File: src/rtl/mem_stage.sv
// Memory stage: serialises 1- or 4-byte little-endian loads/stores over a byte-wide RAM port,
// holds the pipeline while busy and registers the write-back triple.
module mem_stage #(
    parameter int AW = 32
) (
    input  logic          clk,
    input  logic          rst,
    input  logic [4:0]    wa,
    input  logic          we,
    input  logic [31:0]   wn,
    input  logic [3:0]    ex_mem_e,
    input  logic [31:0]   ex_mem_a,
    input  logic [31:0]   ex_mem_n,
    input  logic [7:0]    ram_din,
    output logic [AW-1:0] ram_a,
    output logic          ram_wr,
    output logic [7:0]    ram_dout,
    output logic [4:0]    wa_o,
    output logic          we_o,
    output logic [31:0]   wn_o,
    output logic          stall_req
);

    typedef enum logic [2:0] {
        S_IDLE,
        S_RD,
        S_RWAIT,
        S_WR,
        S_DONE
    } state_t;

    state_t      r_state;
    state_t      w_next;
    logic [1:0]  r_cnt;
    logic [31:0] r_addr;
    logic [31:0] r_data;
    logic        r_len;
    logic        r_zx;
    logic [4:0]  r_wa;
    logic        r_we;
    logic [23:0] r_buf;
    logic [4:0]  r_wa_o;
    logic        r_we_o;
    logic [31:0] r_wn_o;

    logic        w_req;
    logic        w_last;
    logic [31:0] w_sum;
    logic [31:0] w_shift;
    logic [31:0] w_load;

    assign w_req   = ex_mem_e[0];
    assign w_last  = (r_cnt == (r_len ? 2'd3 : 2'd0));
    assign w_sum   = r_addr + {30'd0, r_cnt};
    assign w_shift = r_data >> {r_cnt, 3'b000};

    // The final byte arrives in RWAIT and is merged straight from ram_din.
    always_comb begin
        w_load = {{24{ram_din[7]}}, ram_din};
        if (r_len)
            w_load = {ram_din, r_buf};
        else if (r_zx)
            w_load = {24'd0, ram_din};
    end

    always_comb begin
        w_next    = r_state;
        ram_a     = '0;
        ram_wr    = 1'b0;
        ram_dout  = 8'd0;
        stall_req = 1'b0;
        case (r_state)
            S_IDLE: begin
                if (w_req) begin
                    stall_req = 1'b1;
                    w_next    = ex_mem_e[2] ? S_WR : S_RD;
                end
            end
            S_RD: begin
                ram_a     = w_sum[AW-1:0];
                stall_req = 1'b1;
                if (w_last)
                    w_next = S_RWAIT;
            end
            S_RWAIT: begin
                stall_req = 1'b1;
                w_next    = S_DONE;
            end
            S_WR: begin
                ram_a     = w_sum[AW-1:0];
                ram_wr    = 1'b1;
                ram_dout  = w_shift[7:0];
                stall_req = 1'b1;
                if (w_last)
                    w_next = S_DONE;
            end
            S_DONE: begin
                // Always return to IDLE so a still-presented request is not replayed.
                w_next = S_IDLE;
            end
            default: w_next = S_IDLE;
        endcase
        if (rst)
            stall_req = 1'b0;
    end

    always_ff @(posedge clk) begin
        if (rst) begin
            r_state <= S_IDLE;
            r_cnt   <= 2'd0;
            r_addr  <= 32'd0;
            r_data  <= 32'd0;
            r_len   <= 1'b0;
            r_zx    <= 1'b0;
            r_wa    <= 5'd0;
            r_we    <= 1'b0;
            r_buf   <= 24'd0;
            r_wa_o  <= 5'd0;
            r_we_o  <= 1'b0;
            r_wn_o  <= 32'd0;
        end else begin
            r_state <= w_next;
            case (r_state)
                S_IDLE: begin
                    if (w_req) begin
                        r_addr <= ex_mem_a;
                        r_data <= ex_mem_n;
                        r_len  <= ex_mem_e[1];
                        r_zx   <= ex_mem_e[3];
                        r_wa   <= wa;
                        r_we   <= we;
                        r_cnt  <= 2'd0;
                        r_we_o <= 1'b0;
                    end else begin
                        r_wa_o <= wa;
                        r_we_o <= we;
                        r_wn_o <= wn;
                    end
                end
                S_RD: begin
                    // Byte cnt-1 was addressed last cycle and is on ram_din now.
                    case (r_cnt)
                        2'd1:    r_buf[7:0]   <= ram_din;
                        2'd2:    r_buf[15:8]  <= ram_din;
                        2'd3:    r_buf[23:16] <= ram_din;
                        default: ;
                    endcase
                    if (!w_last)
                        r_cnt <= r_cnt + 2'd1;
                end
                S_RWAIT: begin
                    r_wn_o <= w_load;
                    r_wa_o <= r_wa;
                    r_we_o <= r_we;
                end
                S_WR: begin
                    if (!w_last)
                        r_cnt <= r_cnt + 2'd1;
                    else
                        r_we_o <= 1'b0;
                end
                default: ;
            endcase
        end
    end

    assign wa_o = r_wa_o;
    assign we_o = r_we_o;
    assign wn_o = r_wn_o;

endmodule

File: config.mk
export PLATFORM = sky130hd
export DESIGN_NAME = mem_stage
export DESIGN_NICKNAME = d
export VERILOG_FILES = /design/src/rtl/mem_stage.sv
export SDC_FILE = /design/constraint.sdc
export NUM_CORES = 1
export LEC_CHECK = 0
export BUFFER_PORTS_ARGS = -buffer_cell sky130_fd_sc_hd__buf_2
export CAP_MARGIN = 20
export CORE_UTILIZATION = 52
export CTS_BUF_LIST = sky130_fd_sc_hd__clkbuf_4 sky130_fd_sc_hd__clkbuf_8 sky130_fd_sc_hd__clkbuf_16
export CTS_CLUSTER_DIAMETER = 60
export DETAILED_ROUTE_END_ITERATION = 12
export HOLD_SLACK_MARGIN = 0.06
export PLACE_DENSITY = 0.88
export SYNTH_ARGS = -nofsm -noshare
export SYNTH_HDL_FRONTEND = slang
export SYNTH_SLANG_ARGS = --single-unit
File: constraint.sdc
create_clock -name clk -period 3 [get_ports clk]
set_input_delay 0.3 -clock clk [delete_from_list [all_inputs] [get_ports clk]]
set_output_delay 0.3 -clock clk [all_outputs]
set_load 0.005 [all_outputs]
### Word level (Yosys, flattened, before mapping)

Cells that the tools add are included.

* bits in latches: 0
* RAM bits: 0
* memories: 0
* output and inout port bits: 80
* input bits: 116
* ROM bits: 0
* word-level logic and storage cells: 67
* register bits after elaboration: 139

* div/mod/pow operators: 0
* eq/ne operators: 12
* bitwise logic cells: 0
* mux-type cells: 24
* $mul: 0
* shift operators: 1
* order comparisons: 0
* reduce and logical (&&, ||, !) cells: 14
* add/sub/neg operators: 2

Operator list (count)
* 32-bit two-way mux: 4
* 32-bit one-hot mux with 2 select lines: 1
* 32-bit by 2-bit adder with 32-bit output: 1
* 32-bit by 5-bit right shift with 8-bit output: 1
* 3-bit one-hot mux with 4 select lines: 1
* 2-bit AND reduction: 6
* 2-bit != test (second input constant): 5
* 5-bit one-hot mux with 2 select lines: 1
* 3-bit two-way mux: 3
* 2-bit two-way mux: 4
* 8-bit two-way mux: 1
* 3-bit by 2-bit == test with 1-bit output (second input constant): 2
* 3-bit AND reduction: 2
* 1-bit two-way mux: 5
* 5-bit two-way mux: 1
* 2-bit == test (second input constant): 2
* 2-bit one-hot mux with 2 select lines: 1
* 2-bit nonzero test: 2
* 3-bit by 1-bit == test with 1-bit output (second input constant): 1
* 3-bit logical NOT: 1
* 1-bit one-hot mux with 3 select lines: 1
* 3-bit nonzero test: 1
* 3-bit OR reduction: 1
* 2-bit by 1-bit adder with 2-bit output (second input constant): 1
* 4 further kinds: 4

### Depth between registers and ports, before layout

Gate-level depths: netlist of the first run.

* depth after elaboration: 4
* mapped depth: 7
* mapped depth without buffers: 6

### Worst setup path before layout of the first run

OpenSTA, ideal clock, no wires.

* kind: register to output
* start point: register r_cnt[0]
* end point: output ram_a[28]
* path buffers: 0
* arrival time: 2.195 ns
* required time: 2.700 ns
* path slack: 0.505 ns
* cell stages (with the launch flop): 7
* path through: dfxtp_1 > ha_1 > fa_1 > nand4_1 > or4_4 > or4_1 > a21oi_1

* longest elaborated chain between the ends: 2

RTL lines
* start: declaration: RTL line 34 `logic [1:0] r_cnt;`
* start signal: assignment: RTL line 149 `r_cnt <= r_cnt + 2'd1;`
* start signal: assignment: RTL line 158 `r_cnt <= r_cnt + 2'd1;`
* 32-bit by 2-bit adder with 32-bit output: RTL line 54 `assign w_sum = r_addr + {30'd0, r_cnt};`
* 32-bit two-way mux: RTL line 72 `case (r_state)`
* end: declaration: RTL line 15 `output logic [AW-1:0] ram_a,`

No other way between the ends.

### Worst setup path after layout of the first run

Same ends and word-level chain as after synthesis.

==> results of run 1 <==
what timing repair did:
item	CTS	global route
setup buffers	2	1
setup endpoints to repair	6	7
gates cloned	1	0
pin swaps	1	2
gates resized for setup	4	4
cell usage after synthesis, types with 3 or more instances:
cell and n:
ha_1 5, xor2_1 5, or3_2 3, buf_2 13
nand3_1 37, o211ai_1 31, or3b_2 3, nand4_1 7
nor2_1 30, and4_1 4, nor4_1 4, dfxtp_1 139
o31ai_1 8, nand2b_1 7, inv_1 9, o21ai_0 10
a211oi_1 6, xnor2_1 5, or3_1 5, buf_6 3
clkbuf_1 52, mux2i_1 24, and3_1 9, or4_1 8
a21oi_1 139, and2_1 5, nor3_1 6, mux4_2 8
nand2_1 255
cell type report:
type,count,area share (%)
Clock buffer,19,5.39
Clock inverter,12,2.32
Inverter,9,0.402
Multi-Input combinational cell,650,42.9
Sequential cell,139,33.1
Tap cell,172,2.56
Timing Repair Buffer,212,13.3
metrics by stage:
stage                     util, %  area, µm²  hold slack [ns]
final                        66.9       8400            0.108
after global routing         66.9       8400            0.104
after CTS                    66.7       8390           0.0983
after detailed placement     61.2       7700            0.444
after global placement       61.2       7700            0.438
after floorplan                 -       6670            0.433
placed cells by master, fill, tap and decap left out, types with 17 or more instances in the layout:
master,instances
nand2_1,255
buf_2,194
a21oi_1,138
dfxtp_1,137
nand3_1,37
o211ai_1,31
nor2_1,29
mux2i_1,24
clkbuf_16,17
buf_4,17
how the worst max path moves through the flow:
stage / from / endpoint / slack [ns]
after floorplan: r_cnt[0] / ram_a[28] / 0.50
after global placement: r_cnt[0] / ram_a[28] / 0.43
after detailed placement: r_cnt[0] / ram_a[28] / 0.39
after CTS: r_cnt[0] / ram_a[28] / 0.005
after global routing: r_cnt[0] / ram_a[28] / -0.04
final: r_cnt[0] / ram_a[28] / 0.05
state kept, by name, indices dropped and copies added, names as in the netlist:
| signal | cells |
|---|---|
| r_wa | 5 |
| r_state | 3 |
| r_cnt | 2 |
| r_zx | 1 |
| r_len | 1 |
| wa_o | 5 |
| wn_o | 32 |
| we_o | 1 |
| r_buf | 24 |
| r_addr | 32 |
| r_data | 32 |
| r_we | 1 |
per-layer routing:
layer	vias to the layer above	part of all wire (%)	track usage, %
li1	3333	-	-
met2	294	48	47.0
met4	0	2.4	11.7
met1	3169	41	34.7
met3	42	8.3	7.17
met5	-	0	0
worst register-to-register path, delay by kind of cell (launching register included):
| kind | cells | cell delay, ns |
|---|---|---|
| DFF | 1 | 0.44 |
| buffers and inverters | 1 | 0.35 |
| and+or+nand+nor | 2 | 1.17 |
| AOI/OAI and AO/OA | 1 | 0.08 |
power by group through the flow:
stage | registers (W) | logic (W) | clock network (W)
detailed placement | 0.00217 | 0.000846 | 0
CTS | 0.00213 | 0.000855 | 0.00231
finish | 0.00213 | 0.000852 | 0.00229
floorplan | 0.00215 | 0.000553 | 0
global placement | 0.00216 | 0.000828 | 0
global route | 0.00215 | 0.000959 | 0.00242
kinds of logic after synthesis:
group,count (synthesis),synth area share (%)
and+or+nand+nor,396,26.8
AOI/OAI and AO/OA,204,17.4
DFF,139,41.7
buffers and inverters,78,5.04
muxes,33,6.47
xor gates and xnor gates,10,1.31
adders and majority gates,6,1.24
==> parameters.txt, run 1 <==
Parameter                              Value

Clocking
  Count of H-tree levels built during CTS    4
  Clock latency reported for the late side of the worst-skew pair    0.43 ns
  CTS tree    done
  Total clock sinks    ~140
  Number of buffers inserted for hold repair after clock tree synthesis    0
  Clock Root Buffer    clkbuf_16
  Maximum number of buffers from clock root to sink    2
  Inserted Clock Buffers    17
  Clock input transition at the sequential cells of the worst setup and hold paths    around 0.060 ns

Setup path
  Critical path arrival    about 2.7 ns
  Slowest cell on the critical path    or4_4
  FF-to-FF path depth    4
  CP Data Required Time    roughly 2.7 ns
  Crit path max fanout    7
  Critical Path Stages    7
  Critical Path Sink Type    primary output
  Critical-path cell list    ha_4 > fa_2 > nand4_1 > or4_4 > or4_4 > a21oi_2 > buf_2
  Start-to-end type of the worst setup path    flop to primary output
  Sum of buffers and inverters on the critical path    1
  Endpoint of the worst-slack reg-to-reg timing path    r_data[25]
  Crit-path max cell delay    between 0.6 and 0.7 ns
  Reg2reg start    r_state[2]
  Family with the most delay on the worst path    simple AND/OR/NAND/NOR gates
  Cell type with the highest occurrence count on the critical path    or4_4
  Minimum setup slack among reg-to-reg paths    approximately 0.8 ns
  Nature of the critical path startpoint    flop

Floorplan
  Die area    between 10,000 and 15,000 µm²
  Number of top-level pins    a little under 200
  Cell row count    41
  Starting density of the core    53.1%
  Core area    roughly 13,000 µm²
  Die Width    approximately 120 µm
  Vertical extent of the die    approximately 120 µm

Place
  Port Buffers    just under 200
  Final estimated routing congestion in global placement    between 0.8 and 0.9
  Post-placement setup slack    between 0.3 and 0.4 ns
  Dpl hpwl    between 10,000 and 15,000 µm
  Placed cells    between 1,000 and 1,500

Power and ir drop
  Final Power    roughly 0.0053 W
  Switching Share    a little over a quarter
  Internal power component    around 0.0039 W
  Worst IR drop on VDD    ~0.36 mV
  Clock network power share    43.4%
  Leak pwr    around 3.3 nW
  Proportion of power drawn by flip-flops and latches    40.4%
  Combinational fraction of design power    approximately 16%
  Switching power total    roughly 0.0014 W
  Power per unit of standard cell area    628 nW/µm²

STA
  Fraction of the cycle the final worst path needs    between 90% and 100%
  F_max    about 340 MHz
  Total setup violations reported at the end of the flow    0
  Final slew viol count    0
  Setup slack after layout    0.0451 ns
  Setup TNS    0 ns
  Skew final    roughly 0.0063 ns
  Hold violation count in the final report    0
  Transition time at the pin with the least slew margin    approximately 0.83 ns
  Period minus WS final    between 2 and 3 ns
  Remaining max-slew budget at the tightest pin    between 40% and 50%

Route
  Via count    6,838
  Post-route DRC violation count    0
  Mean number of vias per cell    around 5.6
  Routed wire length per instance    about 15 µm
  First-iteration detailed-routing DRC count    slightly below 700
  Final Routed Wirelength    18,100 µm
  Post-detailed-route count of antenna-violating nets    0
  Number of iterations in the first detailed-routing pass    5

Yosys
  Number of synthesized register bits    around 140
  Count of mapped cells out of synthesis    just under 900
  Flip-flop cell with the highest count after synthesis    dfxtp_1
  Number of distinct library cells after synthesis    50
  Post-synthesis cell type with the largest combined area    dfxtp_1
  Cell types occupying the most area after synthesis    dfxtp_1, nand2_1, a21oi_1
  Number of synthesized flops with an enable pin    0
  Share of the yosys chip area belonging to registers    41.7%
  Net count of the mapped netlist    ~990
  Count of yosys warnings during synthesis    0
  Synth async-reset ratio    0%
  Area of the mapped netlist    roughly 6700 µm²
  Fraction of post-synthesis cell area in the top cell type by area    between 40% and 50%
  Avg Inst Size Synth    around 7.7 µm²

Worst hold path
  Worst Hold Class    primary input to flop
  HP Start    ex_mem_e[3]
  Depth of the worst hold-timing path    3
  Worst Hold Endpoint    r_zx

Layout
  Area delta synth->final    26.0%
  Post-route non-filler standard cell count    approximately 1,200
  Final layout net count    ~1,200
  Share of layout cells above drive strength 1    a little over a quarter
  Diode count    0
  Fillers    between 1,000 and 1,500
  Area used by sequential logic in the layout    between 2000 and 3000 µm²
  Area of the multi-input gates    around 3600 µm²

GRT
  Pin count of the biggest net entering global routing    75
  Overall global routing resource usage    between 20 and 30%
  Vias in the first global route    between 6,000 and 7,000
  Initial antenna violation count    0
  Aggregate global routing overflow    0
  Wire length of the first global-routing pass    29,300 µm

Job
  Max-cap violations    0

Outcome
  Run status    finished clean
No activity file was read; power rests on OpenSTA's default activity.
==> inputs of run 2 (changes only) <==
- SLEW_MARGIN: default -> 10
- clock period: 3 -> 3.2 ns (I/O delays scaled with it)
==> parameters.txt, run 2 (synthesis results as in run 1) <==
Parameter                              Value

GRT
  Pin count of the biggest net entering global routing    76 (+1.3%)
  Initial antenna violation count    0 (unchanged)
  Aggregate global routing overflow    0 (unchanged)
  Overall global routing resource usage    26.9% (-1.2 points)
  Wire length of the first global-routing pass    27,900 µm (-4.5%)
  Vias in the first global route    5,829 (-5.6%)

Route
  Final Routed Wirelength    17,700 µm (-2.4%)
  Mean number of vias per cell    5.57 (-1.2%)
  Via count    6,734 (-1.5%)
  First-iteration detailed-routing DRC count    559 (-18%)
  Post-route DRC violation count    0 (unchanged)
  Routed wire length per instance    14.6 µm (-2.1%)
  Post-detailed-route count of antenna-violating nets    0 (unchanged)
  Number of iterations in the first detailed-routing pass    5 (unchanged)

STA
  RSZ-0062 raised after global routing    no
  F_max    324 MHz
  Hold violation count in the final report    0 (unchanged)
  Period minus WS final    about 3.1 ns
  Setup slack after layout    0.110 ns (+0.0654 ns)
  Remaining max-slew budget at the tightest pin    47.7% (+3.2 points)
  Fraction of the cycle the final worst path needs    96.5%
  Final slew viol count    0 (unchanged)
  Setup TNS    0 ns (unchanged)
  Total setup violations reported at the end of the flow    0 (unchanged)
  Transition time at the pin with the least slew margin    0.783 ns (-0.0482 ns)
  Skew final    0.00542 ns (-0.000866 ns)

Setup path
  Critical-path cell list    ha_1 > fa_2 > nand4_1 > or4_4 > or4_1 > a21oi_1 > buf_2
  Reg2reg start    r_state[0]
  Critical path launch point    r_addr[0]
  Slowest cell on the critical path    or4_4
  Critical Path Sink Type    primary output
  CP Data Required Time    2.88 ns (+0.18 ns)
  Start-to-end type of the worst setup path    flop to primary output
  Crit path max fanout    14 (+7)
  Crit-path max cell delay    0.62 ns (about the same)
  Critical path arrival    2.77 ns (+0.12 ns)
  Nature of the critical path startpoint    flop

Place
  Placed cells    1,177 (-0.085%)
  Dpl hpwl    12,000 µm (+0.62%)
  Placed Instance Area    7690 µm² (about the same)
  Final estimated routing congestion in global placement    0.855 (about the same)
  Port Buffers    195 (unchanged)
  Post-placement setup slack    0.527 ns (+0.135 ns)

Clocking
  Clock Root Buffer    clkbuf_16
  Maximum number of buffers from clock root to sink    2 (unchanged)
  CTS tree    done
  Inserted Clock Buffers    17 (unchanged)
  Total clock sinks    139 (unchanged)
  Clock input transition at the sequential cells of the worst setup and hold paths    0.06 ns (about the same)
  Clock latency reported for the late side of the worst-skew pair    0.42 ns (about the same)
  Count of H-tree levels built during CTS    4 (unchanged)
  Number of buffers inserted for hold repair after clock tree synthesis    0 (unchanged)

Layout
  Commonest non-fill, non-tap cell in the layout    nand2_1
  Diode count    0 (unchanged)
  Post-route non-filler standard cell count    1,209 (-0.33%)
  Post-Layout Inst Area    8360 µm² (-0.57%)
  Fillers    1,048 (-2.1%)
  Final layout net count    1,147 (-0.35%)
  Area delta synth->final    25.2%
  Share of layout cells above drive strength 1    25.6% (-0.77 points)
  Most frequent cells in the layout    nand2_1, buf_2, a21oi_1, dfxtp_1, nand3_1

Floorplan
  Die area    13,300 µm² (unchanged)
  Die Width    115 µm (unchanged)
  Core area    12,600 µm² (unchanged)
  Number of top-level pins    196 (unchanged)
  Cell row count    41 (unchanged)
  Vertical extent of the die    115 µm (unchanged)
  Starting density of the core    53.1% (unchanged)

Job
  Max-cap violations    0 (unchanged)

Power and ir drop
  Worst IR drop on VDD    0.415 mV (+15%)
  Power per unit of standard cell area    596 nW/µm² (-5.0%)
  Leak pwr    3.34 nW (-0.17%)

Outcome
  Run status    finished clean

Worst hold path
  Worst Hold Class    primary input to flop
  HP Start    ex_mem_n[30]
==> run 2: changes by cell type in the layout (fill, tap and decap cells not counted), moves of 2 or more <==
cell,previous run,this run
dfxtp_1,137,139
or4_4,3,1
buf_4,17,14
clkinvlp_4,4,2
clkbuf_8,2,0
dfxtp_2,2,0
==> run 2: area by class of cell <==
class | instances | area (µm²) | area share [%]
clock buffer | 18 | 433 | 5.18
clock inverter | 13 | 224 | 2.68
inverter | 9 | 33.8 | 0.404
multi-input combinational | 649 | 3570 | 42.7
sequential | 139 | 2780 | 33.3
tap | 172 | 215 | 2.58
timing repair buffer | 209 | 1100 | 13.1
==> run 2: power by group <==
| part | total, W | switching (W) | internal, W |
|---|---|---|---|
| clock network | 0.00219 | 0.000732 | 0.00146 |
| logic | 0.000785 | 0.000468 | 0.000317 |
| registers | 0.00201 | 0.000122 | 0.00189 |
==> run 2: routing by layer <==
metal	GRT usage (%)	vias up	share of wire [%]
met5	0	-	0
met4	13.1	0	2.6
met3	5.75	45	7.4
met2	44.1	316	48
met1	33.8	3052	42
li1	-	3321	-
==> run 2: worst paths after layout <==
check	endpoint	slack, ns	depth (start not counted)
worst min register to register	wn_o[9]	0.45	2
worst max-delay path	ram_a[28]	0.11	7
worst min-delay path	r_data[30]	0.13	3
worst max register to register	r_addr[19]	0.93	4
==> run 2: per-stage QoR <==
| step | hold WS, ns | util [%] | total power (W) |
|---|---|---|---|
| 2_1_floorplan | 0.433 | - | 0.00253 |
| 3_3_place_gp | 0.438 | 61.2 | 0.00280 |
| 3_5_place_dp | 0.443 | 61.2 | 0.00283 |
| 4_1_cts | 0.118 | 66.4 | 0.00500 |
| 5_1_grt | 0.132 | 66.5 | 0.00521 |
| 6_report | 0.130 | 66.5 | 0.00498 |
==> run 2: critical path: cells and delay by family (launching register included) <==
family / cells / cell delay [ns]
compound gates: 1 / 0.15
fa+ha+maj: 2 / 0.51
buf+inv: 1 / 0.12
flops: 1 / 0.34
simple gates: 3 / 1.23
==> run 2: repair_timing <==
| item | in CTS | in global routing |
|---|---|---|
| setup buffers | 0 | 1 |
| resized for setup | 0 | 1 |
| endpoints found under the setup margin | 0 | 4 |
| endpoints found under the hold margin | 0 | 0 |
==> inputs of run 3 (changes only) <==
- CELL_PAD_IN_SITES_DETAIL_PLACEMENT: default -> 1
- CELL_PAD_IN_SITES_GLOBAL_PLACEMENT: default -> 2
- CORE_UTILIZATION: 52 -> 29
==> parameters.txt, run 3 (synthesis results as in run 1) <==
Parameter                              Value

Outcome
  Run status    finished clean

GRT
  Aggregate global routing overflow    0 (unchanged)
  Initial antenna violation count    3 (+3)
  Pin count of the biggest net entering global routing    72 (-5.3%)
  Vias in the first global route    6,407 (+9.9%)
  Overall global routing resource usage    18.0% (-9.0 points)
  Wire length of the first global-routing pass    33,600 µm (+20%)

Route
  Post-detailed-route count of antenna-violating nets    0 (unchanged)
  Number of iterations in the first detailed-routing pass    4 (-1)
  Routed wire length per instance    16.0 µm (+9.0%)
  Via count    6,568 (-2.5%)
  Post-route DRC violation count    0 (unchanged)
  First-iteration detailed-routing DRC count    308 (-45%)
  Final Routed Wirelength    21,100 µm (+19%)
  Mean number of vias per cell    4.97 (-11%)

Power and ir drop
  Worst IR drop on VDD    0.323 mV (-22%)
  Power per unit of standard cell area    576 nW/µm² (-3.5%)
  Leak pwr    3.30 nW (-0.99%)
  Switching power total    0.00139 W (+4.7%)
  Combinational fraction of design power    16.5% (+0.7 points)
  Proportion of power drawn by flip-flops and latches    41.2% (+0.9 points)
  Switching Share    28.5% (+1.9 points)
  Internal power component    0.00348 W (-4.9%)
  Clock network power share    42.3% (-1.7 points)

Layout
  Area used by sequential logic in the layout    2790 µm² (about the same)
  Commonest non-fill, non-tap cell in the layout    nand2_1
  Post-route non-filler standard cell count    1,322 (+9.3%)
  Fillers    2,800 (+170%)
  Most frequent cells in the layout    nand2_1, buf_2, a21oi_1
  Share of layout cells above drive strength 1    25.8% (+0.24 points)
  Final layout net count    1,145 (-0.17%)
  Area delta synth->final    26.7%
  Area of the multi-input gates    3580 µm² (+0.39%)

Floorplan
  Core area    22,600 µm² (+80%)
  Vertical extent of the die    154 µm (+33%)
  Cell row count    55 (+34%)
  Starting density of the core    29.6% (-24 points)
  Die Width    154 µm (+33%)
  Number of top-level pins    196 (unchanged)
  Die area    23,600 µm² (+78%)

Setup path
  Critical path arrival    2.70 ns (-0.07 ns)
  Critical Path Sink Type    primary output
  CP Data Required Time    2.88 ns (about the same)
  Start-to-end type of the worst setup path    flop to primary output
  Nature of the critical path startpoint    flop
  Crit path max fanout    12 (-2)

STA
  Remaining max-slew budget at the tightest pin    39.4% (-8.3 points)
  Final slew viol count    0 (unchanged)
  Period minus WS final    3.02 ns (-0.0709 ns)
  Skew final    0.00942 ns (+0.00400 ns)
  Fraction of the cycle the final worst path needs    94.3% (-2.2 points)
  Transition time at the pin with the least slew margin    0.910 ns (+0.127 ns)
  Hold violation count in the final report    0 (unchanged)
  Setup TNS    0 ns (unchanged)
  RSZ-0062 raised after global routing    no
  Total setup violations reported at the end of the flow    0 (unchanged)
  F_max    331 MHz (+2.3%)

Clocking
  CTS tree    done
  Clock latency reported for the late side of the worst-skew pair    0.42 ns (about the same)
  Total clock sinks    139 (unchanged)
  Clock input transition at the sequential cells of the worst setup and hold paths    0.06 ns (about the same)
  Count of H-tree levels built during CTS    4 (unchanged)
  Clock Root Buffer    clkbuf_16
  Maximum number of buffers from clock root to sink    2 (unchanged)
  Number of buffers inserted for hold repair after clock tree synthesis    0 (unchanged)
  Inserted Clock Buffers    17 (unchanged)

Place
  Dpl hpwl    14,500 µm (+21%)
  Final estimated routing congestion in global placement    0.749 (-12%)
  Placed cells    1,288 (+9.4%)
  Port Buffers    195 (unchanged)

Worst hold path
  Worst Hold Class    primary input to flop

Job
  Max-cap violations    0 (unchanged)
-- run 3: layout make-up --
class                      instances  share of cell area [%]
clock buffer                      21                    5.53
antenna                            2                  0.0592
clock inverter                    10                    1.67
inverter                           9                   0.400
sequential                       139                    32.9
tap                              285                    4.22
timing repair buffer             207                    12.8
multi-input combinational        649                    42.4
-- run 3: worst paths after layout --
check / from / endpoint / slack [ns] / cells after the start
setup / recovery: r_cnt[0] / ram_a[30] / 0.18 / 8
hold reg to reg: wn_o[16] / wn_o[16] / 0.45 / 2
hold / removal: ex_mem_a[11] / r_addr[11] / 0.13 / 3
setup reg to reg: r_state[0] / r_data[27] / 0.84 / 5
-- run 3: worst max-delay path, cell delays in order (launching register included) --
cell and delay (ns):
dfxtp_2 0.36, ha_4 0.16, fa_2 0.25, nand4_1 0.13, or4_4 0.61, buf_4 0.18, or3_1 0.30, a21oi_1 0.16
buf_2 0.13
-- run 3: routing by layer --
metal | share of wire [%] | wire (µm) | global-route usage [%] | vias to the layer above
li1 | - | - | - | 3312
met1 | 47 | 9870 | 23.2 | 3077
met2 | 47 | 9870 | 29.8 | 164
met3 | 5.6 | 1180 | 4.43 | 15
met4 | 0.83 | 175 | 4.57 | 0
met5 | 0 | 0 | 0 | -
-- run 3: stage by stage --
stage	util, %	cell area (µm²)	total power, W	hold slack [ns]	setup WS, ns
after global routing	37.5	8450	0.00512	0.117	0.0394
after global placement	34.6	7820	0.00284	0.439	0.579
after detailed placement	34.6	7820	0.00286	0.446	0.536
after CTS	37.3	8430	0.00494	0.109	0.0213
after floorplan	-	6670	0.00253	0.433	0.685
final	37.5	8460	0.00487	0.133	0.181
-- run 3: timing repair --
action | 4_1_cts | 5_1_grt
endpoints found under the setup margin | 1 | 6
pin swaps | 0 | 1
gates resized for setup | 1 | 4
setup buffers | 0 | 1
-- run 3: power groups by stage --
stage	Clock, W	Combinational [W]	Sequential, W
final	0.00206	0.000802	0.00200
after global routing	0.00218	0.000908	0.00203
after CTS	0.00211	0.000824	0.00200
after detailed placement	0	0.000820	0.00204
after global placement	0	0.000805	0.00203
after floorplan	0	0.000518	0.00201
